[src/rtl/serial_logic_unit_32bit.sv]
`default_nettype none
// ============================================================================
// Module  : serial_logic_unit_32bit
// Brief   : Bit-serial AND/OR/XOR/NOR unit, one bit per clock, LSB first.
// Revision: 1.0 - initial release
// ============================================================================
module serial_logic_unit_32bit #(
    parameter int WIDTH = 32
) (
    input  logic             clk,
    input  logic             reset,
    input  logic             start,
    input  logic [1:0]       op,
    input  logic [WIDTH-1:0] A,
    input  logic [WIDTH-1:0] B,
    output logic [WIDTH-1:0] result,
    output logic             busy,
    output logic             done
);

    localparam int CNT_W = $clog2(WIDTH) + 1;
    localparam logic [CNT_W-1:0] LAST_CNT = CNT_W'(WIDTH - 1);

    typedef enum logic [1:0] {
        S_IDLE = 2'd0,
        S_RUN  = 2'd1,
        S_DONE = 2'd2
    } state_t;

    state_t           state;
    logic [WIDTH-1:0] a_sh;
    logic [WIDTH-1:0] b_sh;
    logic [WIDTH-1:0] acc;
    logic [1:0]       op_q;
    logic [CNT_W-1:0] cnt;

    logic             bit_val;
    logic [WIDTH-1:0] acc_next;

    // The single 1-bit gate stage shared by every bit position.
    always_comb begin
        bit_val = 1'b0;
        case (op_q)
            2'b00:   bit_val = a_sh[0] & b_sh[0];
            2'b01:   bit_val = a_sh[0] | b_sh[0];
            2'b10:   bit_val = a_sh[0] ^ b_sh[0];
            default: bit_val = ~(a_sh[0] | b_sh[0]);
        endcase
    end

    assign acc_next = {bit_val, acc[WIDTH-1:1]};

    always_ff @(posedge clk or posedge reset) begin
        if (reset) begin
            state  <= S_IDLE;
            a_sh   <= '0;
            b_sh   <= '0;
            acc    <= '0;
            op_q   <= 2'b00;
            cnt    <= '0;
            result <= '0;
        end else begin
            case (state)
                S_IDLE, S_DONE: begin
                    // DONE accepts a new request exactly like IDLE for back-to-back use.
                    if (start) begin
                        a_sh  <= A;
                        b_sh  <= B;
                        op_q  <= op;
                        acc   <= '0;
                        cnt   <= '0;
                        state <= S_RUN;
                    end else begin
                        state <= S_IDLE;
                    end
                end
                S_RUN: begin
                    acc  <= acc_next;
                    a_sh <= a_sh >> 1;
                    b_sh <= b_sh >> 1;
                    cnt  <= cnt + CNT_W'(1);
                    if (cnt == LAST_CNT) begin
                        result <= acc_next;
                        state  <= S_DONE;
                    end
                end
                default: state <= S_IDLE;
            endcase
        end
    end

    assign busy = (state == S_RUN);
    assign done = (state == S_DONE);

endmodule
`default_nettype wire

[config.mk]
export PLATFORM = sky130hd
export DESIGN_NAME = serial_logic_unit_32bit
export DESIGN_NICKNAME = d
export VERILOG_FILES = /design/src/rtl/serial_logic_unit_32bit.sv
export SDC_FILE = /design/constraint.sdc
export NUM_CORES = 1
export LEC_CHECK = 0
export BUFFER_PORTS_ARGS = -buffer_cell sky130_fd_sc_hd__buf_2
export CAP_MARGIN = 20
export CORE_MARGIN = 4
export CORE_UTILIZATION = 59
export CTS_BUF_LIST = sky130_fd_sc_hd__clkbuf_4 sky130_fd_sc_hd__clkbuf_8 sky130_fd_sc_hd__clkbuf_16
export CTS_CLUSTER_DIAMETER = 120
export CTS_CLUSTER_SIZE = 20
export DETAILED_ROUTE_END_ITERATION = 10
export PLACE_DENSITY = 0.9
export SYNTH_ARGS = -nofsm -noshare
export SYNTH_HDL_FRONTEND = slang
export SYNTH_SLANG_ARGS = --single-unit
[constraint.sdc]
create_clock -name clk -period 6 [get_ports clk]
set_clock_uncertainty 0.2 [all_clocks]
set_input_delay 0 -clock clk [delete_from_list [all_inputs] [get_ports clk]]
set_output_delay 0 -clock clk [all_outputs]
set_load 0.01 [all_outputs]
==> Word-level counts from Yosys, hierarchy flattened <==
Index checks and enable logic that the tools add are counted.
{ "totals": {"ff_bits": 138, "in_bits": 69, "out_inout_bits": 34, "wordCells": 38} }
{ "classes": {"n_addsub": 1, "n_eq_ne": 7, "n_mux": 12, "bitwise_logic": 4, "n_reduce_logical": 7} }
{ "op_table": {"columns": ["op", "n"], "rows": [
  ["32-bit one-hot mux with 2 select lines", 3],
  ["32-bit 2-to-1 mux", 3],
  ["6-bit one-hot mux with 2 select lines", 1],
  ["6-bit by 1-bit adder with 6-bit output, second input constant", 1],
  ["6-bit by 5-bit == test with 1-bit output, second input constant", 1],
  ["6-bit 2-to-1 mux", 1],
  ["2-bit AND reduction", 3],
  ["2-bit by 1-bit == test with 1-bit output, second input constant", 2],
  ["2-bit == test, second input constant", 2],
  ["2-bit zero test", 2],
  ["2-bit one-hot mux with 2 select lines", 1],
  ["1-bit one-hot mux with 3 select lines", 1],
  ["2-bit 2-to-1 mux", 1],
  ["2-bit by 1-bit != test with 1-bit output, second input constant", 1],
  ["2-bit != test, second input constant", 1],
  ["2-bit nonzero test", 1],
  ["2-bit OR reduction", 1],
  ["1-bit bitwise AND", 1],
  ["1-bit 2-to-1 mux", 1],
  ["1-bit NOT", 1],
  ["1-bit OR", 1],
  ["1-bit XOR", 1]
]} }

==> Depth between registers and ports, before layout <==
{ "depth": {"depth_word": 4, "mapped_depth": 7, "mapped_depth_nobuf": 5} }

==> Worst setup path after synthesis <==
Ideal clock, no wire load.
{ "synth_path": {"path_kind": "register to register", "start": "reg cnt[0]", "end": "reg result[10]", "setup_time_ns": 0.125, "arrival_ns": 1.479, "t_required_ns": 5.675, "slack_ns": 4.197, "path_stages_with_launch": 6, "n_path_buf": 1, "period_less_slack_ns": 1.803, "cell_sequence": "dfrtp_1 ha_1 nand4_1 nor3_4 buf_6 mux2_2"} }
{ "synth_via": {"elab_chain_cells": 2} }
{ "synth_rtl": {"columns": ["element", "line_no", "rtl"], "rows": [
  ["from (decl)", "35", "logic [CNT_W-1:0] cnt;"],
  ["from (signal assigned)", "81", "cnt <= cnt + CNT_W'(1);"],
  ["6-bit by 5-bit == test with 1-bit output", "82", "if (cnt == LAST_CNT) begin"],
  ["2-bit AND reduction (no source line)", null, null],
  ["to (signal assigned)", "83", "result <= acc_next;"],
  ["to (decl)", "16", "output logic [WIDTH-1:0] result,"]
]} }
Every way passes these cells.
A chain may end at the register's enable or synchronous reset.

==> Worst setup path in the final report <==
{ "layout_path": {"start": "reg state[0]", "end": "reg b_sh[4]"} }
{ "layout_via": {"elab_chain_cells": 4, "word_cells_on_any_way": 8, "classes_between": "eq/ne: 3; mux: 1; reduce/logical: 4"} }
{ "layout_rtl": {"columns": ["element", "line_no", "rtl"], "rows": [
  ["from (decl)", "30", "state_t state;"],
  ["from (signal assigned)", "55", "state <= S_IDLE;"],
  ["from (signal assigned)", "72", "state <= S_RUN;"],
  ["from (signal assigned)", "74", "state <= S_IDLE;"],
  ["2-bit == test or 2-bit zero test (tied branches)", "63", "case (state)"],
  ["2-bit OR reduction", "63", null],
  ["2-bit != test (no source line) or 2-bit nonzero test (tied branches)", null, null],
  ["2-bit AND reduction (no source line)", null, null],
  ["to (signal assigned)", "80", "b_sh <= b_sh >> 1;"],
  ["to (decl)", "32", "logic [WIDTH-1:0] b_sh;"]
]} }
Parallel ways exist; a longest one is shown, timed or not.

==> flow_metrics.tcl <==
set metrics [dict create \
    status "complete, no violations" \
    synth_most_common_cell "dfrtp_1" \
    finalSetupViolCount 0 \
    cp.arrival_ns 2.75 \
    r2r_cells 5 \
    fp-row-count 35 \
    synth_seq_cells 137 \
    synth_top_cell_area_share_pct 61.7 \
    synth-edff-count 0 \
    antennaDiodeCount 0 \
    clock-sinks 137 \
    synth.cell_area_sq_um 5560 \
    tightest_slew_ns 0.867 \
    multi_input_area_sq_um 1930 \
    die_h_microns 105 \
    grt_pass1_vias 5004 \
    dieArea_sq_um 11000 \
    nFillCells 459 \
    p_leak_nw 3.76 \
    drtPass1Iterations 6 \
    totalWireLength_mm 16.2 \
    dpl.cell_count 647 \
    grt_use_total_pct 30.7 \
    startpoint "state[0]$_DFFE_PP0P_" \
    cts_resized 0 \
    overflow 0 \
    critPathCaptureType "flip-flop" \
    power_mw 3.56 \
    syn-num-nets 538 \
    io_buffer_count 102 \
    r2r_slack_ns 3.45 \
    drt_iter0_drc 593 \
    clkLatencyLatePin_ns 0.53 \
    yosysTopAreaCell "dfrtp_1" \
    period_share_pct 42.5 \
    grt_max_degree 71 \
    chipWidth_microns 105 \
    avgSynthCellArea_sq_um 11.9 \
    drv_cap 0 \
    synthTopCellsByArea "dfrtp_1, a22oi_1, mux2_2" \
    cts_inserted_buffers 17 \
    async_flop_share_pct 100 \
    detail-route-antenna-nets 0 \
    setup_tns_ns 0 \
    grt_antenna_before_repair 0 \
    final-seq-area_sq_um 3430 \
    yosys-top-cells-count "dfrtp_1, nand2_1, a22oi_1, nand3_1, a22o_1" \
    max_clock_freq_ghz 0.393 \
    r2r-end "b_sh[4]$_DFFE_PP0P_" \
    path_max_fanout 44 \
    ios 103 \
    path_class "reg2reg" \
    vias 4809 \
    cts.htree.levels 4 \
    crit_path_max_incr_delay_ns 0.62 \
    ys_types 27 \
    hold-worst-slack_ns 0.0199 \
    hold_class "in2reg" \
    nets 704 \
    final-hold-violation-count 0 \
    cpMaxStageDelayCell "dlygate4sd3_1" \
    grt_setup_unrepaired "false" \
    slew_violations 0 \
    slew_headroom_pct 42.2 \
    cts_setup_buffers 0 \
    path_cells "nand2b_2 -> clkinv_2 -> a22oi_1 -> dlygate4sd3_1 -> nand2_1" \
    area_growth_pct 34.0 \
    clock_path_buffers 2 \
    synth_flop_cell "dfrtp_1" \
    clkTransAtPathRegs_ns 0.06 \
    ir_drop_uv 262 \
    initial_core_util_pct 60.4 \
    vias_per_cell 6.36 \
    start_kind "flip-flop" \
    grt_first_pass_wirelength_mm 26.4 \
    wl_per_cell_microns 21.4 \
    drive_gt1_share_pct 27.9 \
    final_cell_count_no_fill 756 \
    yosysWarningCount 0 \
    synth.yosys.seq_area_share_pct 61.7 \
    cts_root_buf "clkbuf_8" \
    layout_min_cycle_time_ns 2.55 \
    power.density_nw_per_um2 478 \
    route.detailed.drc 0 \
    place_congestion 0.741 \
    r2r-start "state[0]$_DFFE_PP0P_" \
    dp_hpwl_mm 7.39 \
    cp.required_ns 6.20 \
    netlist_instances 466 \
    core-area_sq_um 9200 \
    critical_path.endpoint "b_sh[4]$_DFFE_PP0P_" \
    cts_tree "yes" \
]
-- registers in the layout (all words and copies together) (netlist names) --
register,count
a_sh,32
b_sh,32
result,32
acc,31
cnt,6
op_q,2
state,2
-- cell type report --
type	count	area share (%)
sequential	137	46.1
timing repair buffer	186	18.1
multi-input combinational	286	25.9
clock inverter	15	2.24
inverter	4	0.286
clock buffer	17	5.56
tap	111	1.87
-- worst max-delay path, delay by kind of cell (launching register included) --
kind                   cells  cell delay (ns)
buffers and inverters      2             1.12
DFF                        1             0.45
AOI/OAI and AO/OA          1             0.42
and+or+nand+nor            2             0.24
-- power by group --
group / switching, mW / internal, mW / total (mW) / leakage (nW)
logic: 0.526 / 0.453 / 0.978 / 1.70
registers: 0.275 / 1.28 / 1.56 / 1.78
clock network: 0.424 / 0.599 / 1.02 / 0.276
total: 1.22 / 2.33 / 3.56 / 3.76
-- worst min-delay path by stage --
stage,start,depth (start not counted),slack [ns],to
2_1_floorplan,op[0],2,-0.09,op_q[0]$_DFFE_PP0P_
3_3_place_gp,reset,2,-0.09,result[23]$_DFFE_PP0P_
3_5_place_dp,reset,2,-0.07,result[23]$_DFFE_PP0P_
4_1_cts,B[23],4,0.006,b_sh[23]$_DFFE_PP0P_
5_1_grt,B[22],4,0.03,b_sh[22]$_DFFE_PP0P_
6_report,B[22],4,0.02,b_sh[22]$_DFFE_PP0P_
-- routing by layer --
metal	part of all wire (%)	track usage [%]
met3	7.3	7.41
met2	53	53.7
met4	2.8	11.8
met5	0	0
met1	37	36.5
-- logic make-up (layout without fill, tap and decap cells) --
| kind of cell | Yosys count | after routing | synth area share (%) |
|---|---|---|---|
| simple gates | 145 | 145 | 11.9 |
| flops | 137 | 137 | 61.7 |
| compound gates | 98 | 98 | 14.1 |
| xor+xnor | 2 | 2 | 0.315 |
| mux | 38 | 38 | 7.57 |
| fa+ha+maj | 3 | 3 | 0.676 |
| buf+inv | 43 | 222 | 3.78 |
-- metrics by stage --
| stage | cell area, sq um | setup WS [ns] | util [%] |
|---|---|---|---|
| 3_5_place_dp | 6090 | 3.73 | 66.3 |
| 3_3_place_gp | 6070 | 3.81 | 66.0 |
| 4_1_cts | 7440 | 3.59 | 81.0 |
| 2_1_floorplan | 5560 | 2.13 | - |
| 6_report | 7440 | 3.45 | 81.0 |
| 5_1_grt | 7440 | 3.40 | 81.0 |
-- cell usage in the layout, fill, tap and decap left out, drive strengths merged, types with 2 or more instances in the layout --
master | netlist | routed
clkinv | 0 | 6
nor2b | 2 | 2
nand2 | 71 | 71
nor3 | 3 | 3
a221o | 2 | 2
nand2b | 2 | 2
dfrtp | 137 | 137
buf | 20 | 109
a22oi | 60 | 60
bufinv | 0 | 2
nand3 | 60 | 60
mux2 | 32 | 32
mux2i | 6 | 6
dlygate4sd3 | 0 | 77
ha | 3 | 3
nor2 | 2 | 2
clkbuf | 19 | 17
inv | 4 | 8
nand4 | 3 | 3
clkinvlp | 0 | 3
a22o | 34 | 34
-- repair_timing --
action	in CTS	in global routing
hold endpoints to repair	138	0
hold buffers	77	0
endpoints found under the setup margin	0	0
Power figures use the tool's default switching activity.
